<file path="src/rtl/rbzero_pkg.sv">
// Shared VGA timing constants, wall-size width and scheduler state encoding.
package rbzero_pkg;

  localparam int H_VISIBLE = 640;
  localparam int H_TOTAL   = 800;
  localparam int V_VISIBLE = 480;
  localparam int V_TOTAL   = 525;
  localparam int SIZE_W    = 11;

  typedef logic [1:0] state_t;

  localparam state_t ST_IDLE  = 2'd0;
  localparam state_t ST_WAIT  = 2'd1;
  localparam state_t ST_DRAIN = 2'd2;

endpackage

</file>
<file path="src/rtl/row_result_buf.sv">
// Back/front result pair for row_trace_sched. A captured trace waits in the
// back register until the swap; a trace finishing on the swap cycle bypasses
// straight to front. With nothing valid at the swap, front becomes a blank row.
module row_result_buf import rbzero_pkg::*; #(
  parameter int SW = SIZE_W
) (
  input  logic          clk,
  input  logic          reset,
  input  logic          cap_en,
  input  logic          cap_side,
  input  logic [SW-1:0] cap_size,
  input  logic          swap,
  output logic          row_side,
  output logic [SW-1:0] row_size,
  output logic          back_valid
);

  logic          back_side;
  logic [SW-1:0] back_size;

  // Capture into back, or transfer back/bypass/blank into front at the swap.
  always_ff @(posedge clk or posedge reset) begin
    if (reset) begin
      back_side  <= 1'b0;
      back_size  <= '0;
      back_valid <= 1'b0;
      row_side   <= 1'b0;
      row_size   <= '0;
    end else if (swap) begin
      back_valid <= 1'b0;
      if (cap_en) begin
        row_side <= cap_side;
        row_size <= cap_size;
      end else if (back_valid) begin
        row_side <= back_side;
        row_size <= back_size;
      end else begin
        row_side <= 1'b0;
        row_size <= '0;
      end
    end else if (cap_en) begin
      back_side  <= cap_side;
      back_size  <= cap_size;
      back_valid <= 1'b1;
    end
  end

endmodule

</file>
<file path="src/rtl/row_trace_sched.sv">
// Per-scanline trace scheduler: requests the next line's trace during hblank,
// swaps the result in at end of line and blanks rows whose trace was late.
//
// state    | meaning
// ST_IDLE  | no trace outstanding
// ST_WAIT  | trace requested for the next line, result not yet returned
// ST_DRAIN | trace missed its swap; waiting for done to discard the result
module row_trace_sched import rbzero_pkg::*; #(
  parameter int H_TRIGGER = H_VISIBLE,
  parameter int H_SWAP    = H_TOTAL - 1,
  parameter int V_VIS     = V_VISIBLE,
  parameter int V_TOT     = V_TOTAL,
  parameter int SW        = SIZE_W
) (
  input  logic          clk,
  input  logic          reset,
  input  logic [9:0]    hpos,
  input  logic [9:0]    vpos,
  output logic          trace_req,
  output logic [9:0]    trace_line,
  input  logic          trace_done,
  input  logic          trace_side,
  input  logic [SW-1:0] trace_size,
  output logic          row_side,
  output logic [SW-1:0] row_size,
  output logic          overrun,
  output logic [7:0]    overrun_cnt
);

  state_t     state;
  logic       pending;
  logic       back_valid;
  logic [9:0] next_line;
  logic       trigger;
  logic       at_swap;
  logic       done_in_wait;

  assign next_line    = (vpos == 10'(V_TOT - 1)) ? 10'd0 : vpos + 10'd1;
  assign trigger      = (hpos == 10'(H_TRIGGER)) && (next_line < 10'(V_VIS));
  assign at_swap      = (hpos == 10'(H_SWAP));
  assign done_in_wait = (state == ST_WAIT) && trace_done;
  // A done landing on the swap cycle still counts as on time.
  assign overrun      = at_swap && pending && !(back_valid || done_in_wait);

  // Request/handshake state machine.
  always_ff @(posedge clk or posedge reset) begin
    if (reset) begin
      state      <= ST_IDLE;
      trace_req  <= 1'b0;
      trace_line <= 10'd0;
    end else begin
      case (state)
        ST_IDLE: begin
          if (trigger) begin
            state      <= ST_WAIT;
            trace_req  <= 1'b1;
            trace_line <= next_line;
          end
        end
        ST_WAIT: begin
          if (trace_done) begin
            state     <= ST_IDLE;
            trace_req <= 1'b0;
          end else if (at_swap) begin
            state <= ST_DRAIN;
          end
        end
        ST_DRAIN: begin
          if (trace_done) begin
            state     <= ST_IDLE;
            trace_req <= 1'b0;
          end
        end
        default: begin
          state     <= ST_IDLE;
          trace_req <= 1'b0;
        end
      endcase
    end
  end

  // A line is owed a trace once its trigger passes, even if the tracer is
  // still draining; the swap settles the debt either way.
  always_ff @(posedge clk or posedge reset) begin
    if (reset) begin
      pending <= 1'b0;
    end else if (at_swap) begin
      pending <= 1'b0;
    end else if (trigger && (state != ST_WAIT)) begin
      pending <= 1'b1;
    end
  end

  // Saturating overrun counter.
  always_ff @(posedge clk or posedge reset) begin
    if (reset) begin
      overrun_cnt <= 8'd0;
    end else if (overrun && (overrun_cnt != 8'hFF)) begin
      overrun_cnt <= overrun_cnt + 8'd1;
    end
  end

  row_result_buf #(.SW(SW)) u_buf (
    .clk        (clk),
    .reset      (reset),
    .cap_en     (done_in_wait),
    .cap_side   (trace_side),
    .cap_size   (trace_size),
    .swap       (at_swap),
    .row_side   (row_side),
    .row_size   (row_size),
    .back_valid (back_valid)
  );

endmodule

</file>
<file path="config.mk">
export PLATFORM = sky130hd
export DESIGN_NAME = row_trace_sched
export DESIGN_NICKNAME = d
export VERILOG_FILES = /design/src/rtl/rbzero_pkg.sv /design/src/rtl/row_result_buf.sv /design/src/rtl/row_trace_sched.sv
export SDC_FILE = /design/constraint.sdc
export NUM_CORES = 1
export LEC_CHECK = 0
export ABC_AREA = 0
export CORE_UTILIZATION = 48
export DETAILED_ROUTE_END_ITERATION = 6
export PLACE_DENSITY = 0.8
export SKIP_LAST_GASP = 1
export SYNTH_ARGS = -nofsm -noshare
export SYNTH_HDL_FRONTEND = slang
export SYNTH_HIERARCHICAL = 1
export SYNTH_SLANG_ARGS = --single-unit
</file>
<file path="constraint.sdc">
create_clock -name clk -period 2.2 [get_ports clk]
set_input_delay 0.55 -clock clk [delete_from_list [all_inputs] [get_ports clk]]
set_output_delay 0.55 -clock clk [all_outputs]
set_load 0.01 [all_outputs]
</file>
# Yosys cells after proc, flatten, opt, wreduce, memory -nomap -nowiden
# Index checks and enable logic that the tools add are counted.
[word_totals]
register_bits = 47
output_inout_bits = 32
wordCells = 58
[classes]
addsub = 2
magnitude_cmp = 1
eq_ne = 11
muxes = 17
n_bitwise = 1
reduce_logical = 16
[ops]
columns = ["cell", "n"]
rows = [
  ["10-bit == test, second input constant", 3],
  ["11-bit two-way mux", 2],
  ["10-bit by 1-bit adder with 10-bit output, second input constant", 1],
  ["10-bit by 9-bit < comparator with 1-bit output, second input constant", 1],
  ["10-bit two-way mux", 1],
  ["8-bit by 1-bit adder with 8-bit output, second input constant", 1],
  ["1-bit two-way mux", 8],
  ["2-bit two-way mux", 4],
  ["8-bit inequality test, second input constant", 1],
  ["1-bit logical AND", 6],
  ["2-bit one-hot mux with 3 select lines", 1],
  ["2-bit AND reduction", 3],
  ["2-bit by 1-bit inequality test with 1-bit output, second input constant", 2],
  ["2-bit inequality test, second input constant", 2],
  ["2-bit nonzero test", 2],
  ["3-bit inequality test, second input constant", 1],
  ["3-bit AND reduction", 1],
  ["2-bit by 1-bit == test with 1-bit output, second input constant", 1],
  ["2-bit == test, second input constant", 1],
  ["2-bit zero test", 1],
  ["1-bit one-hot mux with 2 select lines", 1],
  ["2-bit OR reduction", 1],
  ["1-bit zero test", 1],
  ["1-bit logical OR", 1],
  ["1-bit inverter", 1],
]

# Depth between registers and ports, before layout
[logic_depth]
depth_word = 7
ltp_mapped = 8
mapped_depth_nobuf = 7

# By module
# Netlist, hierarchy kept.
[modules_own_cells]
columns = ["module", "instances", "cells_each", "area_per_inst_um2"]
rows = [
  ["row_trace_sched", 1, 132, 1366.3],
  ["row_result_buf", 1, 96, 1082.3],
]

# Worst setup path after synthesis
# Ideal clock, no wire load.
[synth_path]
path_type = "input to register"
from = "input port hpos[0]"
to = "register trace_line[0]"
setup_ns = 0.125
t_arrival_ns = 2.420
t_required_ns = 2.075
setup_slack_ns = -0.345
path_stages = 5
n_path_buf = 1
path_cell_list = "or4b_1 > or4_1 > or4_1 > buf_6 > mux2_4"
[synth_via]
elab_chain_cells = 3
[synth_lines]
columns = ["item", "line", "source"]
rows = [
  ["from (decl)", "row_trace_sched.sv:17", "input logic [9:0] hpos,"],
  ["10-bit == test", "row_trace_sched.sv:39", "assign trigger = (hpos == 10'(H_TRIGGER)) && (next_line < 10'(V_VIS));"],
  ["1-bit logical AND", "row_trace_sched.sv:39", ""],
  ["2-bit AND reduction (no source line)", "--", ""],
  ["to (signal assigned)", "row_trace_sched.sv:57", "trace_line <= next_line;"],
  ["to (decl)", "row_trace_sched.sv:20", "output logic [9:0] trace_line,"],
]
# Every way passes these cells.
# A chain may end at the register's enable or synchronous reset.

# Final worst setup path
[layout_path]
from = "input port hpos[8]"
to = "register trace_line[8]"
# Same word-level chain as after synthesis.

==> impl_metrics.yaml <==
run_status:
  status: "finished, violations left"
  violations: "negative setup slack"
clock_network:
  cts.clk_slew.worst_paths_ns: 0.09
  htree_levels: 2
  cts_tree: "yes"
  cts_buffers: 5
  cts_root_buffer: "clkbuf_8"
  ctsHoldBuffers: 0
  clockBufferDepth: 2
  cts.sinks: 47
  insertion_delay_ns: 0.29
routing:
  wire_per_inst_um: 14.4
  routed_wirelength_mm: 5.74
  drt_iter0_drc: 137
  drc: 0
  via_per_inst: 5.17
  vias: 2059
  drt_pass1_iterations: 4
  ant_nets: 0
logic_synthesis:
  ys_types: 41
  yosysSeqAreaShare: 0.480
  syn_area_mm2: 0.00245
  async_flop_share: 1.00
  synth-seq-cells: 47
  syn_inst: 228
  synth_ff_type: "dfrtp_1"
  synth-edff-count: 0
  syn-mean-instance-area_um2: 10.7
  synth_fp_nets: 269
  yosysWarnings: 6
die:
  die_h_um: 73.4
  die_area_mm2: 0.00539
  start_util: 0.508
  pin_count: 67
  core-area_mm2: 0.00482
  fp.dieW_um: 73.4
  rows: 25
placement:
  io_buffers: 66
  gp_congestion: 0.853
  dp_hpwl_mm: 4.10
  dp_cells: 385
layout:
  finalNonFillerCells: 398
  final_nets: 371
  n_antenna_cell: 0
  drive_above_1_share: 0.257
  area_delta_synth_final_pct: 46.5
  layout_common_cells: "47 x clkdlybuf4s50_1, 47 x dfrtp_1, 35 x buf_4, 23 x nor2_1, 15 x nand2_1"
min_path:
  min_to: "overrun_cnt[5]$_DFFE_PP0P_"
  hold_start: "overrun_cnt[5]$_DFFE_PP0P_"
  hold-path-cell-count: 1
  hold_class: "flip-flop to flip-flop"
global_route:
  grt_pass1_vias: 1996
  grt_usage: 0.225
  grt_pass1_wl_mm: 9.33
  antenna_found_initial: 0
  grt.overflow.total: 0
  grt_max_degree: 30
timing:
  min_period_ns: 2.36
  fmax_ghz: 0.424
  finalCritPeriodShare: 1.07
  skew_ns: 0.00420
  slew_viol_final: 0
  rsz0062_at_grt: "true"
  max-slew-margin-rel: 0.738
  worstMarginPinSlew_ns: 0.392
  fin_ws_ns: -0.160
  setup_violations: 9
  hold_viol_final: 0
worst_setup_path:
  critPathKind: "input port to flip-flop"
  cp.arrival_ns: 2.55
  reg2reg_depth: 7
  crit_fanout: 5
  crit_required_ns: 2.39
  start_kind: "input port"
  end_kind: "flip-flop"
  rr_endpoint: "trace_line[8]$_DFFE_PP0P_"
  r2r_slack_ns: 0.15
  crit-reg2reg-launch: "state[0]$_DFFE_PP0P_"
power:
  p_sw_frac: 0.274
  clockPowerShare: 0.271
  p_per_area_mw_per_mm2: 528
  p_leak_nw: 1.67
  irDropWorstVdd_mv: 0.357
  p_sw_uw: 519
  seqPwrFrac: 0.522
  power_mw: 1.89
  p_int_mw: 1.37
  combPwrFrac: 0.208
run:
  cap_violations: 0
==> cells in the mapped netlist (4+ instances only) <==
cell type | count | area (um^2)
nand4_1 | 5 | 31.3
nor4_1 | 4 | 25.0
nand3_1 | 7 | 35.0
nand2_1 | 16 | 60.1
mux2_1 | 10 | 113
xor2_1 | 7 | 61.3
a31oi_1 | 12 | 75.1
dfrtp_1 | 47 | 1180
nand3b_1 | 12 | 90.1
inv_1 | 12 | 45.0
ha_1 | 6 | 75.1
mux2_4 | 8 | 120
xnor2_1 | 8 | 70.1
nor3_1 | 4 | 20.0
nor2_1 | 23 | 86.3
==> cells by family (layout without fill, tap and decap cells) <==
| kind of cell | count (synthesis) | in the layout | synth area share |
|---|---|---|---|
| mux | 24 | 24 | 0.121 |
| compound gates | 18 | 18 | 0.0491 |
| simple gates | 97 | 97 | 0.224 |
| xor+xnor | 15 | 15 | 0.0537 |
| fa+ha+maj | 6 | 6 | 0.0307 |
| buf+inv | 21 | 124 | 0.0414 |
| flops | 47 | 47 | 0.480 |
==> what timing repair did <==
item	in CTS	in global routing
buffers inserted	3	1
endpoints found under the hold margin	0	0
pin swaps	10	7
cloned	1	0
setup endpoints to repair	35	17
gates resized for setup	51	19
==> cell type report <==
cell class,count,area (um^2)
clock buffer,5,68.8
clock inverter,3,20.0
fill,363,1230
inverter,12,45.0
multi-input combinational,160,1270
sequential,47,1180
tap,67,83.8
timing repair buffer,104,920
==> layer usage <==
layer	vias up	track usage	wire length (um)
li1	1009	-	-
met1	998	0.296	2570
met2	43	0.391	2940
met3	9	0.0343	175
met4	0	0.0534	51
met5	-	0	0
==> worst max-delay path, stage by stage <==
cell    delay [ns]
buf_6         0.09
or4b_4        0.52
or4_1         0.46
or4_4         0.46
buf_8         0.16
mux2_4        0.29
==> state kept, by name (all words and copies together) (netlist names) <==
name / cells
state: 2
trace_line: 10
u_buf/back_size: 11
u_buf/row_side: 1
trace_req: 1
pending: 1
u_buf/row_size: 11
u_buf/back_valid: 1
u_buf/back_side: 1
overrun_cnt: 8
==> through the flow <==
stage          hold WS (ns)  worst slack (ns)  instance area (um^2)  TNS [ns]   util
3_5_place_dp          0.475            -0.880                  3390    -25.12  0.704
6_report              0.495            -0.160                  3590     -1.32  0.745
3_3_place_gp          0.467            -0.821                  3390    -23.22  0.704
5_1_grt               0.511            -0.189                  3590     -1.61  0.745
4_1_cts               0.494            -0.288                  3540     -2.78  0.735
2_1_floorplan         0.459            -0.345                  2450     -3.51      -
==> worst max path at each step <==
stage / start / slack [ns] / cells after the start / to
finish: hpos[8] / -0.16 / 6 / trace_line[8]$_DFFE_PP0P_
global route: hpos[8] / -0.19 / 6 / trace_line[8]$_DFFE_PP0P_
CTS: hpos[8] / -0.29 / 6 / trace_line[3]$_DFFE_PP0P_
detailed placement: vpos[0] / -0.88 / 9 / trace_line[4]$_DFFE_PP0P_
global placement: hpos[0] / -0.82 / 6 / trace_line[4]$_DFFE_PP0P_
floorplan: hpos[0] / -0.34 / 5 / trace_line[0]$_DFFE_PP0P_
==> power groups by stage <==
| stage | sequential [mW] | clock (mW) | combinational [mW] |
|---|---|---|---|
| finish | 0.988 | 0.512 | 0.394 |
| global route | 0.996 | 0.553 | 0.432 |
| CTS | 0.984 | 0.519 | 0.380 |
| detailed placement | 1.00 | 0 | 0.380 |
| global placement | 0.994 | 0 | 0.367 |
| floorplan | 1.00 | 0 | 0.159 |
Note: power is estimated with default switching activity, not from simulation.
